## config.mk

```make
export PLATFORM = sky130hd
export DESIGN_NAME = bcd_digit_counter_flat
export DESIGN_NICKNAME = d
export VERILOG_FILES = /design/src/rtl/bcd_pkg.sv /design/src/rtl/bcd_digit_counter_if.sv /design/src/rtl/tick_prescaler.sv /design/src/rtl/bcd_digit_counter.sv /design/src/flat_wrapper.sv
export SDC_FILE = /design/constraint.sdc
export NUM_CORES = 1
export LEC_CHECK = 0
export CAP_MARGIN = 20
export CORE_AREA = 2 2 39 41
export DETAILED_ROUTE_END_ITERATION = 12
export DIE_AREA = 0 0 41 43
export PLACE_DENSITY = 0.67
export RECOVER_POWER = 25
export SLEW_MARGIN = 20
export SYNTH_ARGS = -nofsm -noshare
export SYNTH_HDL_FRONTEND = slang
export SYNTH_HIERARCHICAL = 1
export SYNTH_SLANG_ARGS = --single-unit
```

## constraint.sdc

```tcl
create_clock -name clk -period 2.7 [get_ports clk]
set_clock_uncertainty 0.2 [all_clocks]
set_input_delay 0.27 -clock clk [delete_from_list [all_inputs] [get_ports clk]]
set_output_delay 0.27 -clock clk [all_outputs]
set_load 0.02 [all_outputs]
```

## src/rtl/bcd_pkg.sv

```systemverilog
// Shared BCD digit types and helpers.
// Used by the digit counter and the 7-segment decoder bench.
package bcd_pkg;

  typedef logic [3:0] bcd_t;

  localparam bcd_t BCD_MAX = 4'd9;
  localparam bcd_t BCD_MIN = 4'd0;

  function automatic logic is_bcd(bcd_t v);
    return (v <= BCD_MAX);
  endfunction

endpackage

```

## src/rtl/bcd_digit_counter_if.sv

```systemverilog
// Control and digit bundle of the BCD digit counter.
// Optional up_dn is present when BCD_UPDOWN_EN is defined.
interface bcd_digit_counter_if;
  import bcd_pkg::*;

  logic en;
  logic clr;
  logic load;
  bcd_t load_val;
`ifdef BCD_UPDOWN_EN
  logic up_dn;
`endif
  logic A;
  logic B;
  logic C;
  logic D;
  logic carry;

  modport master (
    output en, clr, load, load_val,
    input  A, B, C, D, carry
`ifdef BCD_UPDOWN_EN
    , output up_dn
`endif
  );

  modport slave (
    input  en, clr, load, load_val,
    output A, B, C, D, carry
`ifdef BCD_UPDOWN_EN
    , input up_dn
`endif
  );

endinterface

```

## src/rtl/tick_prescaler.sv

```systemverilog
// Enable-gated prescaler: tick once every PRESCALE enabled cycles.
// Reusable by multi-digit scan logic.
module tick_prescaler #(
  parameter int PRESCALE = 4
) (
  input  logic clk,
  input  logic rst_n,
  input  logic en,
  input  logic clr,
  output logic tick
);

  localparam int W = (PRESCALE > 1) ? $clog2(PRESCALE) : 1;
  localparam logic [W-1:0] LAST = W'(PRESCALE - 1);

  logic [W-1:0] r_pcnt;
  logic         w_last;

  assign w_last = (r_pcnt == LAST);
  assign tick   = en & w_last;

  always_ff @(posedge clk or negedge rst_n) begin
    if (!rst_n) begin
      r_pcnt <= '0;
    end else if (clr) begin
      r_pcnt <= '0;
    end else if (en) begin
      r_pcnt <= w_last ? '0 : r_pcnt + 1'b1;
    end
  end

endmodule

```

## src/rtl/bcd_digit_counter.sv

```systemverilog
// Single BCD digit counter with prescaled stepping and wrap carry.
// Define BCD_UPDOWN_EN to add up/down counting via up_dn.
module bcd_digit_counter
  import bcd_pkg::*;
#(
  parameter int PRESCALE = 4
) (
  input logic                clk,
  input logic                rst_n,
  bcd_digit_counter_if.slave bus
);

  bcd_t r_digit;
  logic r_carry;
  logic w_tick;
  logic w_pclr;
  bcd_t w_next;
  logic w_wrap;
  bcd_t w_load;

  // load restarts the step period just like clr
  assign w_pclr = bus.clr | bus.load;

  tick_prescaler #(
    .PRESCALE (PRESCALE)
  ) u_presc (
    .clk   (clk),
    .rst_n (rst_n),
    .en    (bus.en),
    .clr   (w_pclr),
    .tick  (w_tick)
  );

  assign w_load = is_bcd(bus.load_val) ? bus.load_val : BCD_MIN;

  always_comb begin
    w_wrap = 1'b0;
    w_next = r_digit;
`ifdef BCD_UPDOWN_EN
    if (bus.up_dn) begin
      w_wrap = (r_digit >= BCD_MAX);
      w_next = w_wrap ? BCD_MIN : r_digit + 4'd1;
    end else begin
      w_wrap = (r_digit == BCD_MIN);
      w_next = w_wrap ? BCD_MAX : r_digit - 4'd1;
    end
`else
    w_wrap = (r_digit >= BCD_MAX);
    w_next = w_wrap ? BCD_MIN : r_digit + 4'd1;
`endif
  end

  always_ff @(posedge clk or negedge rst_n) begin
    if (!rst_n) begin
      r_digit <= BCD_MIN;
      r_carry <= 1'b0;
    end else if (bus.clr) begin
      r_digit <= BCD_MIN;
      r_carry <= 1'b0;
    end else if (bus.load) begin
      r_digit <= w_load;
      r_carry <= 1'b0;
    end else if (w_tick) begin
      r_digit <= w_next;
      r_carry <= w_wrap;
    end else begin
      r_carry <= 1'b0;
    end
  end

  assign bus.A     = r_digit[3];
  assign bus.B     = r_digit[2];
  assign bus.C     = r_digit[1];
  assign bus.D     = r_digit[0];
  assign bus.carry = r_carry;

endmodule

```

## src/flat_wrapper.sv

```systemverilog
// flat-port wrapper written by rule: the top's interface ports become plain ports
module bcd_digit_counter_flat import bcd_pkg::*;
#(
  parameter int PRESCALE = 4
)
  (clk, rst_n, bus_en, bus_clr, bus_load, bus_load_val, bus_A, bus_B, bus_C, bus_D, bus_carry);
  bcd_digit_counter_if bus_i ();
  input logic clk;
  input logic rst_n;
  input wire logic [$bits(bus_i.en)-1:0] bus_en;
  input wire logic [$bits(bus_i.clr)-1:0] bus_clr;
  input wire logic [$bits(bus_i.load)-1:0] bus_load;
  input wire logic [$bits(bus_i.load_val)-1:0] bus_load_val;
  output wire logic [$bits(bus_i.A)-1:0] bus_A;
  output wire logic [$bits(bus_i.B)-1:0] bus_B;
  output wire logic [$bits(bus_i.C)-1:0] bus_C;
  output wire logic [$bits(bus_i.D)-1:0] bus_D;
  output wire logic [$bits(bus_i.carry)-1:0] bus_carry;
  assign bus_i.en = bus_en;
  assign bus_i.clr = bus_clr;
  assign bus_i.load = bus_load;
  assign bus_i.load_val = bus_load_val;
  assign bus_A = bus_i.A;
  assign bus_B = bus_i.B;
  assign bus_C = bus_i.C;
  assign bus_D = bus_i.D;
  assign bus_carry = bus_i.carry;
  bcd_digit_counter #(.PRESCALE(PRESCALE)) u_core (.clk(clk), .rst_n(rst_n), .bus(bus_i));
endmodule
```

==> results.json <==
{
  "first_iter_violations": 9,
  "ff2ff_path_depth": 6,
  "first_pass_iters": 4,
  "synthCells": 51,
  "yosysWarnings": 6,
  "tritoncts": "yes",
  "synth_area_sq_um": 495.5,
  "cts_setup_buffers": 0,
  "slowest_stage": "clkdlybuf4s50_1",
  "final_cell_area_sq_um": 660.6,
  "leakage_uw": 0.0002634,
  "top_layer": "met4",
  "power_switching_uw": 69.35,
  "fin_crit_ns": 1.820,
  "ys_seq_elements": 7,
  "fin_setup_tns_ns": 0,
  "route.met3.wl_um": 58,
  "wl_per_cell_um": 13.45,
  "cp.arrival_ns": 1.35,
  "crit_fanout": 6,
  "grt_pass1_vias": 423,
  "hold_viol": 0,
  "cts-hold-fix-buffers": 0,
  "maxCapViolCount": 0,
  "coreArea_sq_mm": 0.001384,
  "htree_levels": 1,
  "rsz0062_at_grt": "false",
  "worst_pin_slew_ns": 0.3460,
  "combPwrFrac": 0.184,
  "wl_met1_um": 476,
  "outcome": "finished, final reports clean",
  "dp.cells": 79,
  "grt_max_degree": 11,
  "n_antenna_cell": 0,
  "die_area_sq_mm": 0.001763,
  "rows": 14,
  "start_util": 0.3580,
  "crit_required_ns": 2.23,
  "drive_above_1_share": 0.1194,
  "period_share": 0.6740,
  "nets": 81,
  "r2r_setup_slack_ns": 0.93,
  "io_buffers": 13,
  "die_w_um": 41,
  "worst-path-buf-inv": 1,
  "fmax_mhz": 549.5,
  "syn_nets": 64,
  "netSwitchingFraction": 0.2683,
  "rr_endpoint": "u_core/r_digit[0]",
  "grt_first_pass_wirelength_mm": 1.869,
  "seq_area_frac_synth": 0.3535,
  "path_delay_family": "buffers and inverters",
  "ir_worst_vdd_uv": 155.2,
  "drv_slew": 0,
  "dp_hpwl_um": 879.8,
  "drt-total-wl_mm": 1.116,
  "area_growth_pct": 33.33,
  "final_antenna_net_count": 0,
  "finalPower_uw": 258.5,
  "rr_startpoint": "u_core/r_digit[0]",
  "vias": 453,
  "ys_types": 26,
  "p_clk_frac": 0.381,
  "numClockSinks": 7,
  "crit_path_start_kind": "register",
  "place.gp.congestion": 0.7875,
  "clock_latency_ns": 0.26,
  "critical_path_class": "register to output pin",
  "fillers": 158,
  "vias_per_cell": 5.458,
  "power.density_mw_per_mm2": 391.2,
  "seq_power_share": 0.435,
  "cell_internal_pwr_uw": 189.1,
  "fin_cells": 83,
  "wl_met2_um": 538,
  "clockRootBuffer": "clkbuf_4",
  "cts_max_path_buffers": 2,
  "hold_ws_ns": 0.1468,
  "relSlewSlack": 0.7686,
  "track_usage": 0.1685,
  "cts_buffers": 3,
  "avgSynthCellArea_sq_um": 9.715,
  "crit_path_max_incr_delay_ns": 0.64,
  "clkTransAtPathRegs_ns": 0.05,
  "timing.critical_path.cells": "clkdlybuf4s50_1",
  "min_path_type": "input port to async pin",
  "io_pins": 14,
  "die_y_um": 43,
  "cts_resized": 0,
  "end_kind": "output pin",
  "antenna_found_initial": 0,
  "gr-total-overflow": 0,
  "placed_area_sq_um": 634.4,
  "drc": 0,
  "setup_violations": 0
}
-- layout make-up --
cell class,count,area (sq um),share of cell area
inverter,6,22.52,0.03409
multi-input combinational,37,286.5,0.4337
tap,16,20.02,0.03030
clock buffer,4,26.28,0.03977
timing repair buffer,13,130.1,0.1970
sequential,7,175.2,0.2652
-- power groups by stage --
stage	Combinational [uW]	Sequential, uW	Clock [uW]
floorplan	22.2	116	0
global placement	46.6	114	0
detailed placement	47.9	115	0
CTS	48.1	113	102
global route	52.3	113	107
finish	47.6	113	98.4
-- metal layers --
metal  global-route usage  vias up
li1                     -      215
met1               0.1830      216
met2               0.2531       17
met3              0.04712        5
met4               0.1400        0
met5                    0        -
-- cells in the final DEF, fill, tap and decap left out --
cell type | synthesis | final
a21o_1 | 1 | 1
a21oi_1 | 3 | 3
a21oi_2 | 1 | 1
a221oi_2 | 1 | 1
a311oi_1 | 1 | 1
a31o_2 | 1 | 1
a31oi_1 | 2 | 2
and2_1 | 1 | 1
clkbuf_1 | 0 | 1
clkbuf_4 | 0 | 3
clkdlybuf4s50_1 | 0 | 12
dfrtp_1 | 7 | 7
dlygate4sd3_1 | 0 | 1
ha_1 | 4 | 4
inv_1 | 6 | 6
mux2i_1 | 1 | 1
nand2_1 | 2 | 2
nand2b_1 | 2 | 2
nand3_2 | 1 | 1
nand3b_1 | 2 | 2
nand4b_1 | 1 | 1
nand4bb_1 | 1 | 1
nor2_1 | 5 | 5
nor3_1 | 1 | 1
o21ai_0 | 2 | 2
o2bb2ai_1 | 1 | 1
o31ai_4 | 1 | 1
or2_1 | 1 | 1
or3b_1 | 1 | 1
-- synthesized netlist by cell type --
cell / instances / area share
a21o_1: 1 / 0.015
a21oi_1: 3 / 0.030
a21oi_2: 1 / 0.018
a221oi_2: 1 / 0.030
a311oi_1: 1 / 0.018
a31o_2: 1 / 0.018
a31oi_1: 2 / 0.025
and2_1: 1 / 0.013
buf_6: 1 / 0.023
dfrtp_1: 7 / 0.35
ha_1: 4 / 0.10
inv_1: 6 / 0.045
mux2i_1: 1 / 0.020
nand2_1: 2 / 0.015
nand2b_1: 2 / 0.025
nand3_2: 1 / 0.020
nand3b_1: 2 / 0.030
nand4b_1: 1 / 0.018
nand4bb_1: 1 / 0.023
nor2_1: 5 / 0.038
nor3_1: 1 / 0.010
o21ai_0: 2 / 0.020
o2bb2ai_1: 1 / 0.018
o31ai_4: 1 / 0.043
or2_1: 1 / 0.013
or3b_1: 1 / 0.018
-- worst max path at each step --
stage / startpoint / end / slack, ns / cells after the start
floorplan: u_core/r_digit[1] / u_core/r_digit[0] / 0.99 / 5
global placement: bus_en / u_core/r_digit[2] / 0.88 / 6
detailed placement: bus_en / u_core/r_digit[2] / 0.78 / 6
CTS: u_core/r_digit[0] / bus_D / 0.86 / 1
global route: u_core/r_digit[0] / u_core/r_digit[0] / 0.79 / 6
finish: u_core/r_digit[0] / bus_D / 0.88 / 1
-- flip-flops by register name, summed over array words and instances, names as in the netlist --
signal and count:
u_core/r_digit 4, u_core/bus.carry 1, u_core/u_presc/r_pcnt 2
-- cell families (layout without fill, tap and decap cells) --
kind of cell / count (synthesis) / count (layout) / synth area share
and+or+nand+nor: 18 / 18 / 0.2222
AOI/OAI and AO/OA: 14 / 14 / 0.2348
DFF: 7 / 7 / 0.3535
buffers and inverters: 7 / 23 / 0.06818
adders and majority gates: 4 / 4 / 0.1010
muxes: 1 / 1 / 0.02020
-- metrics by stage --
step / worst slack (ns) / util
final: 0.8803 / 0.4774
after global routing: 0.7911 / 0.4774
after CTS: 0.8565 / 0.4774
after detailed placement: 0.7765 / 0.4584
after global placement: 0.8787 / 0.4584
after floorplan: 0.9851 / -
No activity file was read; power rests on OpenSTA's default activity.
